==> config.mk <==
export PLATFORM = sky130hd
export DESIGN_NAME = serial_sub_ctrl
export DESIGN_NICKNAME = d
export VERILOG_FILES = /design/src/rtl/serial_sub_pkg.sv /design/src/rtl/serial_sub_ctrl_full_subt.sv /design/src/rtl/serial_sub_ctrl.sv
export SDC_FILE = /design/constraint.sdc
export NUM_CORES = 1
export LEC_CHECK = 0
export ABC_AREA = 1
export CAP_MARGIN = 20
export CORE_MARGIN = 1.5
export CORE_UTILIZATION = 53
export DETAILED_ROUTE_END_ITERATION = 10
export PLACE_DENSITY = 0.92
export RECOVER_POWER = 100
export SLEW_MARGIN = 0
export SYNTH_ARGS = -nofsm -noshare
export SYNTH_HDL_FRONTEND = slang
export SYNTH_HIERARCHICAL = 1
export SYNTH_SLANG_ARGS = --single-unit
export TNS_END_PERCENT = 20
==> constraint.sdc <==
create_clock -name clk -period 2.15 [get_ports clk]
set_input_delay 0.645 -clock clk [delete_from_list [all_inputs] [get_ports clk]]
set_output_delay 0.645 -clock clk [all_outputs]
set_load 0.01 [all_outputs]
==> src/rtl/serial_sub_pkg.sv <==
// serial_sub_pkg: shared state encoding and default width for the serial subtractor
package serial_sub_pkg;
    localparam int DEF_WIDTH = 8;
    typedef enum logic [1:0] {IDLE = 2'd0, SHIFT = 2'd1, DONE = 2'd2} state_t;
endpackage

==> src/rtl/serial_sub_ctrl_full_subt.sv <==
// full_subt: combinational 1-bit full subtractor cell
module full_subt (
    input  logic a,
    input  logic b,
    input  logic c,
    output logic d,
    output logic bo
);
    assign d  = a ^ b ^ c;
    assign bo = (~a & b) | (~a & c) | (b & c);
endmodule

==> src/rtl/serial_sub_ctrl.sv <==
// serial_sub_ctrl: bit-serial LSB-first subtractor, one bit per cycle through one full_subt cell
module serial_sub_ctrl
    import serial_sub_pkg::*;
#(
    parameter int WIDTH = DEF_WIDTH
) (
    input  logic             clk,
    input  logic             rst,
    input  logic             start,
    input  logic [WIDTH-1:0] a,
    input  logic [WIDTH-1:0] b,
    input  logic             bin,
    output logic             busy,
    output logic             done,
    output logic [WIDTH-1:0] diff,
    output logic             bout
);
    localparam int CW = $clog2(WIDTH + 1);
    state_t           state_q, state_d;
    logic [CW-1:0]    cnt_q;
    logic [WIDTH-1:0] a_q, b_q, diff_q;
    logic             borrow_q, d_bit, borrow_nx, accept, last;
    assign accept = start && state_q != SHIFT;
    assign last   = cnt_q == CW'(WIDTH - 1);
    assign diff   = diff_q;
    assign bout   = borrow_q;
    full_subt u_cell (.a(a_q[0]), .b(b_q[0]), .c(borrow_q), .d(d_bit), .bo(borrow_nx));
    // next state and status outputs; DONE falls back to IDLE unless restarted
    always_comb begin
        state_d = accept ? SHIFT : state_q == SHIFT ? (last ? DONE : SHIFT) : IDLE;
        busy    = state_q == SHIFT;
        done    = state_q == DONE;
    end
    // state register
    always_ff @(posedge clk or posedge rst) begin
        if (rst) state_q <= IDLE;
        else     state_q <= state_d;
    end
    // operand latch on accept, then shift operands right and result in from the MSB
    always_ff @(posedge clk or posedge rst) begin
        if (rst) begin
            a_q      <= '0;
            b_q      <= '0;
            diff_q   <= '0;
            borrow_q <= 1'b0;
            cnt_q    <= '0;
        end else if (accept) begin
            a_q      <= a;
            b_q      <= b;
            borrow_q <= bin;
            cnt_q    <= '0;
        end else if (state_q == SHIFT) begin
            a_q      <= a_q >> 1;
            b_q      <= b_q >> 1;
            borrow_q <= borrow_nx;
            diff_q   <= {d_bit, diff_q[WIDTH-1:1]};
            cnt_q    <= cnt_q + CW'(1);
        end
    end
endmodule

==> results by group <==
Status
  – Status: finished clean

Floorplan
  – Num rows: 18
  – Die height: 54.5 um
  – Die Area: slightly below 0.003 mm2
  – I/O pins: 31
  – Core ar.: 0.00250 mm2
  – Die W: roughly 54 um
  – Starting Density: between 50% and 60%

GRT
  – Met1 usage: 27.1%
  – Met2 global-route usage: 36.7%
  – Gr usage total: between 20% and 30%
  – GRT busiest layer: met2
  – Largest net degree at the start of global routing: 32
  – Global-route wire length before repair: 4510 um
  – GRT overflow: 0
  – Met3 Use GR: around 6.0%
  – Antenna violations before repair: 0
  – Number of global-route vias before repair: 1100

Worst setup path
  – CP max FO: 2
  – R2R Path Start: state_q[0]$_DFF_PP0_
  – CP max-delay cell: clkdlybuf4s50_1
  – Worst-path cell chain: inv_2 -> nor2_1 -> clkdlybuf4s50_1
  – Crit path kind: reg -> out
  – Critical path required time: 1500 ps
  – Worst Path Buf+Inv: 2
  – Startpoint Class: register
  – Largest stage delay, worst path: between 500 and 600 ps
  – Register-to-Register Path Depth: 5
  – FF-to-FF End: b_q[1]$_DFFE_PP0P_
  – Crit path arrival time: about 1400 ps
  – Element type at the critical path end: output pin
  – Flop-to-flop setup slack: ~430 ps
  – Crit-path leading delay family: buffers and inverters

Timing
  – Clock skew: 4.26 ps
  – RSZ-0062 raised after global routing: no
  – Final critical-path share of the clock period: approximately 96%
  – Slew headroom: roughly 29%
  – Setup_tns: 0 ps
  – # setup viols final: 0
  – Count of final max-slew check failures: 0
  – Final Hold Viols: 0
  – Max Clock Freq: 0.483 GHz
  – Fin crit period: just over 2000 ps
  – Worst Tran Pin Value: between 1000 and 1500 ps

Clock network
  – CTS HTree Levels: 2
  – PostCTS Resize Cnt: 0
  – CTS Root Cell: clkbuf_4
  – Clock sink count: 31
  – Clk_lat worst skew: around 320 ps
  – Clock buffer depth: 2
  – Post-CTS Setup Bufs: 0
  – Cts hold-fix bufs: 0
  – CTS tree: built
  – Clock-pin slew on the worst setup and hold paths: approximately 90 ps
  – Cts bufs inserted: 5

Final layout
  – Final Non-Filler Cells: approximately 230
  – Nets: approximately 220
  – Area of the multi-input gates: 529 um2
  – Diode count: 0
  – Cell area after layout: about 0.0017 mm2
  – Filler cells: roughly 220
  – Synthesis-to-layout area growth: 24.3%
  – Register Area: just under 800 um2
  – Share of cells above drive strength 1: 7.07%

Place
  – Placed Cells incl. Taps: 220
  – Dpl hpwl: between 1500 and 2000 um
  – Port Buffer Count: 30
  – Placed cell area: ~0.0017 mm2
  – Gpl congestion: approximately 0.8

Route
  – DR iter-0 viols: 16
  – Final ANT Viol Nets: 0
  – Total Wirelength: roughly 2700 um
  – Drt pass-1 iters: 5
  – Via Count: about 1200
  – Vias per inst: ~5
  – DR WL/cell: approximately 12 um
  – Drt drc: 0

Synth
  – Top cell type's share of synthesized area: between 50 and 60%
  – Main synth FF type: dfrtp_1
  – Compound-Gate Fraction of Synth Area: 1.07%
  – Syn. warnings: 6
  – Post-synthesis adder-cell area fraction: roughly 2.3%
  – Yosys reg bits: 31
  – Syn Nets: ~190
  – Largest family of logic cells by synthesized area: simple AND/OR/NAND/NOR gates
  – Simple logic cell fraction of the synthesized area: around a third
  – Cell with the most instances after synthesis: nand2_1
  – Synth cell count leaders: nand2_1, dfrtp_1, nand3_1
  – Largest cells by area after synthesis: dfrtp_1, nand2_1, nand3_1
  – Mean area per synthesized cell: ~8.6 um2
  – Post-Syn Instances: about 160
  – Post-synth cell types: 19
  – Post-Synth XOR/XNOR Area: 0%
  – Synthesized area: roughly 0.0014 mm2
  – Async SR Flop Fraction: between 90% and 100%
  – Seq/Total Area, Yosys: 55.2%
  – Mux contribution to synthesized area: 0%
  – Synth area leader: dfrtp_1
  – Number of synthesized flops with an enable pin: 0

Pwr
  – Pwr dens: 1270 mW/mm2
  – VDD IR max: ~0.74 mV
  – LEAKAGE: around 0.00090 uW

Hold path
  – Hold Path Cell Cnt: 2
  – HP Class: reg -> reg
  – Worst Hold Launch: b_q[7]$_DFFE_PP0P_
  – Worst min-delay path endpoint: b_q[7]$_DFFE_PP0P_

Job
  – Max-cap violations: 0
==> worst max-delay path by stage <==
stage,depth (start not counted),slack (ps),endpoint,start
floorplan,3,740,busy,state_q[0]$_DFF_PP0_
global placement,6,390,a_q[6]$_DFFE_PP0P_,start
detailed placement,6,340,b_q[6]$_DFFE_PP0P_,start
CTS,3,60,busy,state_q[0]$_DFF_PP0_
global route,3,3,busy,state_q[0]$_DFF_PP0_
finish,3,80,done,state_q[1]$_DFF_PP0_
==> stage by stage <==
| step | setup slack, ps | utilization [%] | power, uW | hold WS (ps) |
|---|---|---|---|---|
| floorplan | 737 | - | 1650 | 442 |
| global placement | 395 | 68.3 | 1910 | 454 |
| detailed placement | 343 | 68.3 | 1970 | 467 |
| CTS | 64.8 | 70.3 | 2290 | 488 |
| global route | 3.13 | 69.9 | 2440 | 500 |
| finish | 79.5 | 69.9 | 2220 | 482 |
==> tightest hold or removal path, delay by kind of cell (launching register included) <==
kind / cells / cell delay, ps
AND/OR/NAND/NOR: 2 / 100
flip-flops: 1 / 350
==> power by group <==
part           internal (uW)  switching [uW]  leakage, uW
logic                    384             530     0.000472
registers                827             170     0.000394
clock network            127             187    0.0000293
==> placed cells by master (no fill, tap or decap), types with 3 or more instances in the layout <==
master and n:
nand2_1 70, nand3_1 31, dfrtp_1 31, clkdlybuf4s50_1 19, dlygate4sd3_1 11, inv_1 7, nor2_1 5, clkbuf_4 5
inv_2 3, clkbuf_1 3
==> cell type report <==
type                    count  share of cell area [%]
flip-flops and latches     31                    44.4
multi-input cells         116                    30.3
repair buffers             33                    18.1
clock buffers               7                    2.58
inverters                  10                    2.15
well taps                  30                    2.15
clock inverters             1                   0.287
==> flip-flops by register name, indices dropped and copies added (netlist names) <==
register	flops
a_q	8
b_q	8
cnt_q	4
diff	8
bout	1
state_q	2
==> cell families (layout without fill, tap and decap cells) <==
group | after synthesis | in the layout
flops | 31 | 31
buf+inv | 16 | 51
compound gates | 3 | 3
simple gates | 111 | 111
fa+ha+maj | 2 | 2
==> per-layer routing <==
metal | part of all wire [%] | vias up
met2 | 51 | 39
met3 | 5.4 | 8
li1 | - | 587
met1 | 42 | 531
met5 | 0 | -
met4 | 1.7 | 0
(Power assumes the default switching activity.)
